`config.mk`:
```
export PLATFORM = sky130hd
export DESIGN_NAME = vec_mem_ctrl
export DESIGN_NICKNAME = d
export VERILOG_FILES = /design/src/rtl/vec_mem_ctrl.sv
export SDC_FILE = /design/constraint.sdc
export NUM_CORES = 1
export LEC_CHECK = 0
export CORE_MARGIN = 10
export CORE_UTILIZATION = 42
export DETAILED_ROUTE_END_ITERATION = 8
export PLACE_DENSITY = 0.73
export SLEW_MARGIN = 20
export SYNTH_ARGS = -nofsm -noshare
export SYNTH_HDL_FRONTEND = slang
export SYNTH_SLANG_ARGS = --single-unit
```
`constraint.sdc`:
```
create_clock -name clk -period 3.35 [get_ports clk]
set_input_delay 0.67 -clock clk [delete_from_list [all_inputs] [get_ports clk]]
set_output_delay 0.67 -clock clk [all_outputs]
set_load 0.05 [all_outputs]
```
`src/rtl/vec_mem_ctrl.sv`:
```
// Vector load/store sequencer for the shared RAM port b: one element access per cycle.
// Latency: load done at T+vl+2, store done at T+vl+1, vl=0 done at T+1 (T = accept cycle).
// Backpressure: req_ready is high only in IDLE; request inputs are ignored while busy.
// Build option: define VMEM_STRIDE_EN to honour req_stride; otherwise the stride is fixed at 1.
module vec_mem_ctrl #(
  parameter int ADDR_W = 17,
  parameter int DATA_W = 32,
  parameter int MAX_VL = 8,
  localparam int VL_W  = $clog2(MAX_VL + 1)
) (
  input  logic                     clk,
  input  logic                     rst,
  input  logic                     req_valid,
  output logic                     req_ready,
  input  logic                     req_we,
  input  logic [ADDR_W-1:0]        req_base,
  input  logic [ADDR_W-1:0]        req_stride,
  input  logic [VL_W-1:0]          req_vl,
  input  logic [MAX_VL*DATA_W-1:0] req_wdata,
  output logic                     resp_done,
  output logic [MAX_VL*DATA_W-1:0] resp_rdata,
  output logic                     ram_we,
  output logic [ADDR_W-1:0]        ram_addr,
  output logic [DATA_W-1:0]        ram_din,
  input  logic [DATA_W-1:0]        ram_dout
);

  localparam int IDX_W = (MAX_VL > 1) ? $clog2(MAX_VL) : 1;

  localparam logic [1:0] S_IDLE  = 2'd0;
  localparam logic [1:0] S_ISSUE = 2'd1;
  localparam logic [1:0] S_DRAIN = 2'd2;
  localparam logic [1:0] S_DONE  = 2'd3;

  logic [1:0]               state_q,  state_d;
  logic                     we_q,     we_d;
  logic [ADDR_W-1:0]        stride_q, stride_d;
  logic [VL_W-1:0]          vl_q,     vl_d;
  logic [MAX_VL*DATA_W-1:0] wdata_q,  wdata_d;
  logic [IDX_W-1:0]         idx_q,    idx_d;
  logic                     rd_vld_q, rd_vld_d;
  logic [IDX_W-1:0]         rd_idx_q, rd_idx_d;
  logic                     ram_we_q, ram_we_d;
  logic [ADDR_W-1:0]        ram_addr_q, ram_addr_d;
  logic [DATA_W-1:0]        ram_din_q,  ram_din_d;
  logic [MAX_VL*DATA_W-1:0] rdata_q,  rdata_d;

  logic [VL_W-1:0]   req_vl_clamped;
  logic [ADDR_W-1:0] req_stride_eff;
  logic [IDX_W-1:0]  idx_nxt;
  logic              last_elem;

  assign req_vl_clamped = (req_vl > VL_W'(MAX_VL)) ? VL_W'(MAX_VL) : req_vl;
  assign idx_nxt        = idx_q + IDX_W'(1);
  assign last_elem      = (VL_W'(idx_q) == (vl_q - VL_W'(1)));

`ifdef VMEM_STRIDE_EN
  assign req_stride_eff = req_stride;
`else
  // Unit-stride build: the stride port is kept for interface compatibility only.
  logic unused_stride;
  assign unused_stride  = ^req_stride;
  assign req_stride_eff = ADDR_W'(1);
`endif

  // Next-state logic: accept, per-element issue, and load-data capture one cycle behind issue.
  always_comb begin
    state_d    = state_q;
    we_d       = we_q;
    stride_d   = stride_q;
    vl_d       = vl_q;
    wdata_d    = wdata_q;
    idx_d      = idx_q;
    rd_vld_d   = 1'b0;
    rd_idx_d   = rd_idx_q;
    ram_we_d   = ram_we_q;
    ram_addr_d = ram_addr_q;
    ram_din_d  = ram_din_q;
    rdata_d    = rdata_q;

    // RAM read data for the element issued last cycle arrives now.
    if (rd_vld_q) begin
      rdata_d[rd_idx_q*DATA_W +: DATA_W] = ram_dout;
    end

    case (state_q)
      S_IDLE: begin
        if (req_valid) begin
          we_d       = req_we;
          stride_d   = req_stride_eff;
          vl_d       = req_vl_clamped;
          wdata_d    = req_wdata;
          idx_d      = '0;
          ram_addr_d = req_base;
          // A new load starts from a clean result so unused elements read as zero.
          if (!req_we) begin
            rdata_d = '0;
          end
          if (req_vl_clamped == '0) begin
            state_d   = S_DONE;
            ram_we_d  = 1'b0;
            ram_din_d = '0;
          end else begin
            state_d   = S_ISSUE;
            ram_we_d  = req_we;
            ram_din_d = req_we ? req_wdata[DATA_W-1:0] : '0;
          end
        end
      end
      S_ISSUE: begin
        rd_vld_d = !we_q;
        rd_idx_d = idx_q;
        if (last_elem) begin
          state_d   = we_q ? S_DONE : S_DRAIN;
          ram_we_d  = 1'b0;
          ram_din_d = '0;
        end else begin
          idx_d      = idx_nxt;
          ram_addr_d = ram_addr_q + stride_q;
          ram_din_d  = we_q ? wdata_q[idx_nxt*DATA_W +: DATA_W] : '0;
        end
      end
      S_DRAIN: begin
        state_d = S_DONE;
      end
      default: begin
        state_d = S_IDLE;
      end
    endcase
  end

  // State registers with synchronous reset; a reset mid-burst abandons the remaining elements.
  always_ff @(posedge clk) begin
    if (rst) begin
      state_q    <= S_IDLE;
      we_q       <= 1'b0;
      stride_q   <= '0;
      vl_q       <= '0;
      wdata_q    <= '0;
      idx_q      <= '0;
      rd_vld_q   <= 1'b0;
      rd_idx_q   <= '0;
      ram_we_q   <= 1'b0;
      ram_addr_q <= '0;
      ram_din_q  <= '0;
      rdata_q    <= '0;
    end else begin
      state_q    <= state_d;
      we_q       <= we_d;
      stride_q   <= stride_d;
      vl_q       <= vl_d;
      wdata_q    <= wdata_d;
      idx_q      <= idx_d;
      rd_vld_q   <= rd_vld_d;
      rd_idx_q   <= rd_idx_d;
      ram_we_q   <= ram_we_d;
      ram_addr_q <= ram_addr_d;
      ram_din_q  <= ram_din_d;
      rdata_q    <= rdata_d;
    end
  end

  assign req_ready  = (state_q == S_IDLE);
  assign resp_done  = (state_q == S_DONE);
  assign resp_rdata = rdata_q;
  assign ram_we     = ram_we_q;
  assign ram_addr   = ram_addr_q;
  assign ram_din    = ram_din_q;

endmodule

```
==> flow_summary.json, run 1 <==
{
  "status": "finished, final reports clean",
  "synthTopCellsByCount": "nand2_1 (848), dfxtp_1 (577), a21oi_1 (568)",
  "grt_pass1_vias": 21034,
  "hold_viol": 0,
  "setup_violations": 0,
  "critical_path_arrival_ns": 2.36,
  "track_usage": 0.262,
  "top_layer_used": "met5",
  "die_y_um": 255,
  "synth_edf_count": 0,
  "min_period_ns": 3.03,
  "syn_area_um2": 23200,
  "wl_met2_um": 43600,
  "core-area_um2": 54900,
  "power_w": 0.0219,
  "grt-ovfl-total": 0,
  "cts_setup_buffers": 0,
  "rsz0062_at_grt": "false",
  "yosysTopAreaCell": "dfxtp_1",
  "vdd_drop_max_uv": 560,
  "port_buffers": 620,
  "num_io_pins": 638,
  "grt_antenna_before_repair": 20,
  "maxCapViolCount": 0,
  "setup_tns_ns": 0,
  "fin_cells": 4078,
  "worstSetupPathType": "flop to output pin",
  "required_ns": 2.68,
  "fin_hold_ws_ns": 0.402,
  "synthDistinctLibCells": 57,
  "synthTopCellsByArea": "dfxtp_1 (50%), nand2_1 (14%), a21oi_1 (12%)",
  "syn_to_final_growth_pct": 37.6,
  "finClkSkew_ns": 0.0517,
  "fin_crit_sh": 0.904,
  "fmax_mhz": 330,
  "drive_gt1_frac": 0.0718,
  "wl_per_cell_um": 22.2,
  "final_util": 0.582,
  "slew-limit-headroom": 0.256,
  "num_vias": 22648,
  "viasPerCell": 5.55,
  "cts_tree": "done",
  "synth_nets": 3197,
  "cts_root_buf": "clkbuf_16",
  "synth_most_common_cell": "nand2_1",
  "dp.cells": 3949,
  "gp_congestion": 0.874,
  "postCtsHoldBufs": 0,
  "wl_met3_um": 8470,
  "p_leak_nw": 10.7,
  "clkTransAtPathRegs_ns": 0.06,
  "grt_max_degree": 186,
  "power_density_nw_per_um2": 684,
  "clk_latency_ns": 0.65,
  "drv_slew": 0,
  "drt_iter0_drc": 2043,
  "htreeDepth": 2,
  "syn-mean-instance-area_um2": 8.13,
  "ys.flop_type": "dfxtp_1",
  "ys_ff_latch": 577,
  "clockBufferDepth": 3,
  "clock-sinks": 577,
  "start_kind": "flop",
  "rr_startpoint": "rd_idx_q[1]$_SDFFE_PP0P_",
  "cts_buffers": 61,
  "antenna_left": 0,
  "die_x_um": 255,
  "start_util": 0.423,
  "layout.nets": 3649,
  "grt_pass1_wl_um": 132000,
  "synthArstFlopShare": 0,
  "cts_resized": 0,
  "synth_cells": 2856,
  "worstSetupStartpoint": "state_q[1]$_SDFFE_PP0P_",
  "first_pass_iters": 6,
  "fillerInstances": 4955,
  "cp_max_fo": 11,
  "min-delay-start": "rst",
  "yosys_warnings": 0,
  "yosys.area.top_type_share": 0.497,
  "ys_seq_area_frac": 0.497,
  "die_area_um2": 65100,
  "tightest_slew_ns": 1.12,
  "critPathCaptureType": "output pin",
  "routed_wl_um": 90600,
  "hp-class": "primary input to flop",
  "drc_errors": 0,
  "dp_hpwl_um": 63100,
  "wl_met1_um": 33700,
  "std_cell_rows": 86
}
kinds of logic after synthesis:
group | share of synthesized area
xor+xnor | 0.00151
fa+ha+maj | 0.00593
mux | 0.0799
flops | 0.497
buf+inv | 0.0502
compound gates | 0.157
simple gates | 0.208
per-stage QoR:
step,setup WS (ns),area (um2)
6_report,0.323,31900
5_1_grt,0.191,31900
4_1_cts,0.296,31900
3_5_place_dp,0.427,29800
3_3_place_gp,0.437,29800
2_1_floorplan,0.421,23200
registers in the layout, summed over array words and instances (netlist names):
| name | cells |
|---|---|
| we_q | 1 |
| ram_addr | 17 |
| idx_q | 3 |
| resp_rdata | 256 |
| state_q | 2 |
| ram_din | 32 |
| rd_vld_q | 1 |
| stride_q | 1 |
| ram_we | 1 |
| wdata_q | 256 |
| vl_q | 4 |
| rd_idx_q | 3 |
final timing paths:
path	end	slack, ns	depth (start not counted)
max	req_ready	0.32	3
min reg2reg	resp_rdata[200]$_SDFF_PP0_	0.45	2
min	wdata_q[212]$_SDFFE_PP0P_	0.40	2
max reg2reg	resp_rdata[255]$_SDFF_PP0_	0.77	9
critical path, cell delays in order (launching register included):
cell	delay, ns
dfxtp_1	0.33
inv_1	0.10
ha_1	0.38
clkdlybuf4s50_1	0.91
routing by layer:
layer  global-route usage  up-vias
met5                    0        -
met4                0.139        2
met2                0.437     1004
met3               0.0715      210
met1                0.304    10825
li1                     -    10607
where the power goes:
group	total, W	internal, W	switching (W)
logic	0.00666	0.00238	0.00428
registers	0.00825	0.00772	0.000522
clock network	0.00696	0.00402	0.00293
area by class of cell:
class / instances / area (um2) / share of cell area
flip-flops and latches: 577 / 11600 / 0.362
multi-input cells: 1985 / 10600 / 0.332
repair buffers: 668 / 6720 / 0.210
clock buffers: 81 / 1690 / 0.0529
well taps: 704 / 881 / 0.0276
clock inverters: 29 / 377 / 0.0118
inverters: 15 / 56.3 / 0.00176
diodes: 19 / 47.5 / 0.00149
cell usage in the layout, fill, tap and decap left out, types with 4 or more instances in the layout:
cell	netlist	layout
nand2_1	848	847
clkdlybuf4s50_1	0	619
dfxtp_1	577	575
a21oi_1	568	567
nand3_1	220	220
mux4_2	64	64
clkbuf_16	0	61
nor2_1	62	59
o21ai_0	45	44
mux2i_1	39	39
buf_4	0	36
o31ai_1	33	33
diode_2	0	19
inv_1	13	13
clkinv_2	0	12
buf_12	0	12
clkbuf_1	221	11
ha_1	11	9
clkbuf_8	0	9
nor3_1	10	6
nor4_1	6	6
a31oi_1	6	6
bufinv_16	0	6
clkinvlp_4	0	6
or3_1	5	5
and3_1	5	5
o22ai_1	4	4
a211oi_1	4	4
nor3_2	0	4
Power figures use the tool's default switching activity.
==> run 2: changes to the inputs <==
ABC_CLOCK_PERIOD_IN_PS = 3350   (was not set)
DONT_BUFFER_PORTS = 1   (was not set)
PLACE_DENSITY = 0.58   (was 0.73)
==> run 2 against run 1 <==
Net effect: die area unchanged; count of clock-buffer cells in the layout increased by 9; largest power group unchanged; register-to-register slack got worse by 0.11 ns; non-clock buffer count decreased by 617; total power decreased by 4.6%; via count decreased by 11%.
==> flow_summary.json, run 2 (synthesis results as in run 1) <==
{
  "dp_slack_ns": 0.728,
  "critPathCaptureType": "flop",
  "hold_viol": 0,
  "grt_pass1_wl_um": 122000,
  "clk_latency_ns": 0.63,
  "wl_per_cell_um": 24.4,
  "rsz0062_at_grt": "false",
  "maxCapViolCount": 0,
  "die_area_um2": 65100,
  "hp-class": "primary input to flop",
  "power_w": 0.0209,
  "clkTransAtPathRegs_ns": 0.06,
  "min_period_ns": 2.69,
  "antenna_left": 0,
  "first_pass_iters": 6,
  "cts_tree": "done",
  "std_cell_rows": 86,
  "clock-sinks": 577,
  "cts_resized": 0,
  "cts_root_buf": "clkbuf_16",
  "setup_tns_ns": 0,
  "grt_max_degree": 321,
  "fin_hold_ws_ns": 0.142,
  "vdd_drop_max_uv": 572,
  "htreeDepth": 2,
  "drc_errors": 0,
  "grt-ovfl-total": 0,
  "worstSetupPathType": "flop to flop",
  "layout.nets": 3030,
  "start_util": 0.423,
  "postCtsHoldBufs": 0,
  "grt_pass1_vias": 18933,
  "cts_setup_buffers": 0,
  "track_usage": 0.244,
  "drt_iter0_drc": 2032,
  "core-area_um2": 54900,
  "routed_wl_um": 84300,
  "cts_buffers": 59,
  "dp_hpwl_um": 59200,
  "setup_violations": 0,
  "clockBufferDepth": 3,
  "p_leak_nw": 8.48,
  "final_cell_mix": "nand2_1 (847), dfxtp_1 (575), a21oi_1 (567)",
  "finClkSkew_ns": 0.0336,
  "port_buffers": 0,
  "fin_crit_sh": 0.804,
  "critical_path_arrival_ns": 3.23,
  "mostFrequentLayoutCell": "nand2_1",
  "slew-limit-headroom": 0.253,
  "syn_to_final_growth_pct": 10.8,
  "num_io_pins": 638,
  "tightest_slew_ns": 1.12,
  "required_ns": 3.89,
  "fin_ws_ns": 0.657,
  "drv_slew": 0,
  "gp_congestion": 0.883,
  "viasPerCell": 5.83,
  "cp_max_fo": 32,
  "fmax_mhz": 371,
  "grt_antenna_before_repair": 15,
  "num_vias": 20137,
  "die_x_um": 255,
  "power_density_nw_per_um2": 810,
  "drive_gt1_frac": 0.0877,
  "status": "finished, final reports clean",
  "fillerInstances": 5309,
  "die_y_um": 255,
  "start_kind": "flop"
}
## run 2: stage by stage
stage               instance area (um2)  cells  utilization
finish                            25700   3452        0.469
global route                      25700   3450        0.469
detailed placement                23600   3332        0.431
global placement                  23600   3332        0.431
floorplan                         23200   2856            -
CTS                               25700   3441        0.468
## run 2: layout make-up
class	count	area [um2]	share of cell area
sequential	577	11600	0.449
multi-input combinational	1985	10600	0.413
clock buffer	90	1770	0.0689
tap	704	881	0.0342
timing repair buffer	51	533	0.0207
clock inverter	19	288	0.0112
inverter	15	56.3	0.00219
antenna	11	27.5	0.00107
## run 2: layer usage
metal  GRT usage  up-vias  share of wire
met5           0        -        0.00053
met2       0.396      857           0.48
met4       0.115        6          0.044
met1       0.289     9738           0.38
met3      0.0781      181           0.10
li1            -     9355              -
## run 2: power by group
part           leakage (nW)  internal [W]  switching, W
clock network          1.01       0.00412       0.00285
registers              4.70       0.00772       0.00134
logic                  2.77       0.00168       0.00315
total                  8.48        0.0135       0.00734
## run 2: worst paths after layout
kind	start	to	slack, ns	cells after the start
worst min-delay path	rst	wdata_q[249]$_SDFFE_PP0P_	0.14	1
worst min register to register	wdata_q[190]$_SDFFE_PP0P_	wdata_q[190]$_SDFFE_PP0P_	0.45	2
worst max-delay path	state_q[1]$_SDFFE_PP0P_	ram_din[10]$_SDFFE_PP0P_	0.66	9
worst max register to register	state_q[1]$_SDFFE_PP0P_	ram_din[10]$_SDFFE_PP0P_	0.66	9
## run 2: critical path, stage by stage (launching register included)
cell and delay [ns]:
dfxtp_1 0.33, inv_1 0.11, ha_1 0.43, clkinv_1 0.44
a21oi_4 0.33, buf_4 0.46, a21oi_1 0.08, o31ai_1 0.14
o21ai_0 0.15, nor2_1 0.10
==> run 3: changes to the inputs <==
ABC_CLOCK_PERIOD_IN_PS = 2700   (was 3350)
clock period = 2.7 ns   (was 3.35 ns; I/O delays follow)
==> run 3 against run 2 <==
Net effect: clock skew is 0.018 ns lower; count of clock-buffer cells in the layout is 3 higher; clock power is 17% higher; largest power group unchanged.
==> flow_summary.json, run 3 (synthesis results as in run 1) <==
{
  "required_ns": 3.24,
  "gp_congestion": 0.870,
  "syn_to_final_growth_pct": 11.3,
  "track_usage": 0.246,
  "grt_pass1_vias": 19210,
  "cts_buffers": 60,
  "hold_viol": 0,
  "std_cell_rows": 86,
  "die_y_um": 255,
  "fin_crit_sh": 0.914,
  "layout.nets": 3063,
  "start_util": 0.423,
  "maxCapViolCount": 0,
  "setup_tns_ns": 0,
  "cp_max_fo": 32,
  "p_leak_nw": 8.58,
  "worstPathCellList": "inv_1 -> ha_1 -> clkinv_1 -> a21oi_4 -> buf_4 -> a21oi_1 -> o31ai_1 -> o21ai_0 -> nor2_1",
  "final_cell_mix": "nand2_1 (847), dfxtp_1 (575), a21oi_1 (567)",
  "grt_antenna_before_repair": 6,
  "num_vias": 20296,
  "critPathMaxStageDelay_ns": 0.48,
  "dp_hpwl_um": 60100,
  "antenna_left": 0,
  "slew-limit-headroom": 0.443,
  "cts_root_buf": "clkbuf_16",
  "cts_setup_buffers": 0,
  "first_pass_iters": 8,
  "min_period_ns": 2.47,
  "viasPerCell": 5.84,
  "drt_iter0_drc": 1936,
  "cts_resized": 0,
  "routed_wl_um": 84700,
  "dp_slack_ns": 0.289,
  "vdd_drop_max_uv": 666,
  "grt_pass1_wl_um": 123000,
  "htreeDepth": 2,
  "drive_gt1_frac": 0.0951,
  "fmax_mhz": 405,
  "clkTransAtPathRegs_ns": 0.06,
  "drv_slew": 0,
  "stdcell_area_um2": 25800,
  "setup_violations": 0,
  "fin_ws_ns": 0.232,
  "worst_path_max_delay_cell": "buf_4",
  "grt-ovfl-total": 0,
  "drc_errors": 0,
  "rsz0062_at_grt": "false",
  "status": "finished, final reports clean",
  "power_w": 0.0256,
  "grt_max_degree": 272,
  "worstSetupPathType": "flop to flop",
  "num_io_pins": 638,
  "mostFrequentLayoutCell": "nand2_1",
  "core-area_um2": 54900,
  "critPathCaptureType": "flop",
  "fin_hold_ws_ns": 0.0605,
  "clock-sinks": 577,
  "critical_path_arrival_ns": 3.00,
  "hp-class": "primary input to flop",
  "power_density_nw_per_um2": 990,
  "postCtsHoldBufs": 1,
  "clockBufferDepth": 3,
  "die_x_um": 255,
  "fillerInstances": 5391,
  "place_area_um2": 23900,
  "port_buffers": 0,
  "die_area_um2": 65100,
  "finClkSkew_ns": 0.0152,
  "clk_latency_ns": 0.61,
  "cts_tree": "done",
  "wl_per_cell_um": 24.4,
  "tightest_slew_ns": 0.827,
  "start_kind": "flop"
}
run 3: changes by cell type in the layout (fill, tap and decap cells not counted):
cell       previous run  this run
diode_2              11         6
clkbuf_8             16        15
clkinv_4              2         0
or3_1                 4         5
clkbuf_1             14        18
buf_12               12        13
or3_2                 1         0
clkinv_8              2         1
buf_4                39        70
bufinv_16             6         3
inv_8                 1         0
run 3: worst paths after layout:
path | endpoint | from | slack [ns] | depth (start not counted)
setup reg to reg | ram_din[1]$_SDFFE_PP0P_ | state_q[0]$_SDFFE_PP0P_ | 0.23 | 9
setup / recovery | ram_din[1]$_SDFFE_PP0P_ | state_q[0]$_SDFFE_PP0P_ | 0.23 | 9
hold reg to reg | wdata_q[6]$_SDFFE_PP0P_ | wdata_q[6]$_SDFFE_PP0P_ | 0.45 | 2
hold / removal | wdata_q[156]$_SDFFE_PP0P_ | rst | 0.06 | 1
run 3: worst max-delay path: cells and delay by family (launching register included):
kind	cells	cell delay [ns]
AO/OA/AOI/OAI	4	0.66
buffers and inverters	3	0.96
adder cells (fa/ha/maj)	1	0.29
flip-flops	1	0.35
AND/OR/NAND/NOR	1	0.12
run 3: metrics by stage:
step                      utilization  instances
final                           0.471       3475
after global routing            0.471       3473
after global placement          0.435       3363
after detailed placement        0.435       3363
after floorplan                     -       2856
after CTS                       0.471       3469
run 3: routing by layer:
layer  global-route usage  vias up  wire length (um)  part of all wire
met4                0.108        0              3630             0.043
met2                0.408      867             40900              0.48
met3               0.0708      171              8480              0.10
li1                     -     9434                 -                 -
met1                0.292     9824             31700              0.37
met5                    0        -                 0                 0
run 3: cell type report:
type / instances / area [um2] / area share
sequential: 577 / 11600 / 0.447
timing repair buffer: 83 / 786 / 0.0304
inverter: 15 / 56.3 / 0.00218
tap: 704 / 881 / 0.0341
antenna: 6 / 15.0 / 0.000581
clock buffer: 93 / 1780 / 0.0687
clock inverter: 12 / 153 / 0.00591
multi-input combinational: 1985 / 10600 / 0.411
run 3: report_power, final:
group	switching (W)	internal, W	total, W
Clock	0.00340	0.00476	0.00816
Combinational	0.00402	0.00222	0.00624
Sequential	0.00160	0.00958	0.0112
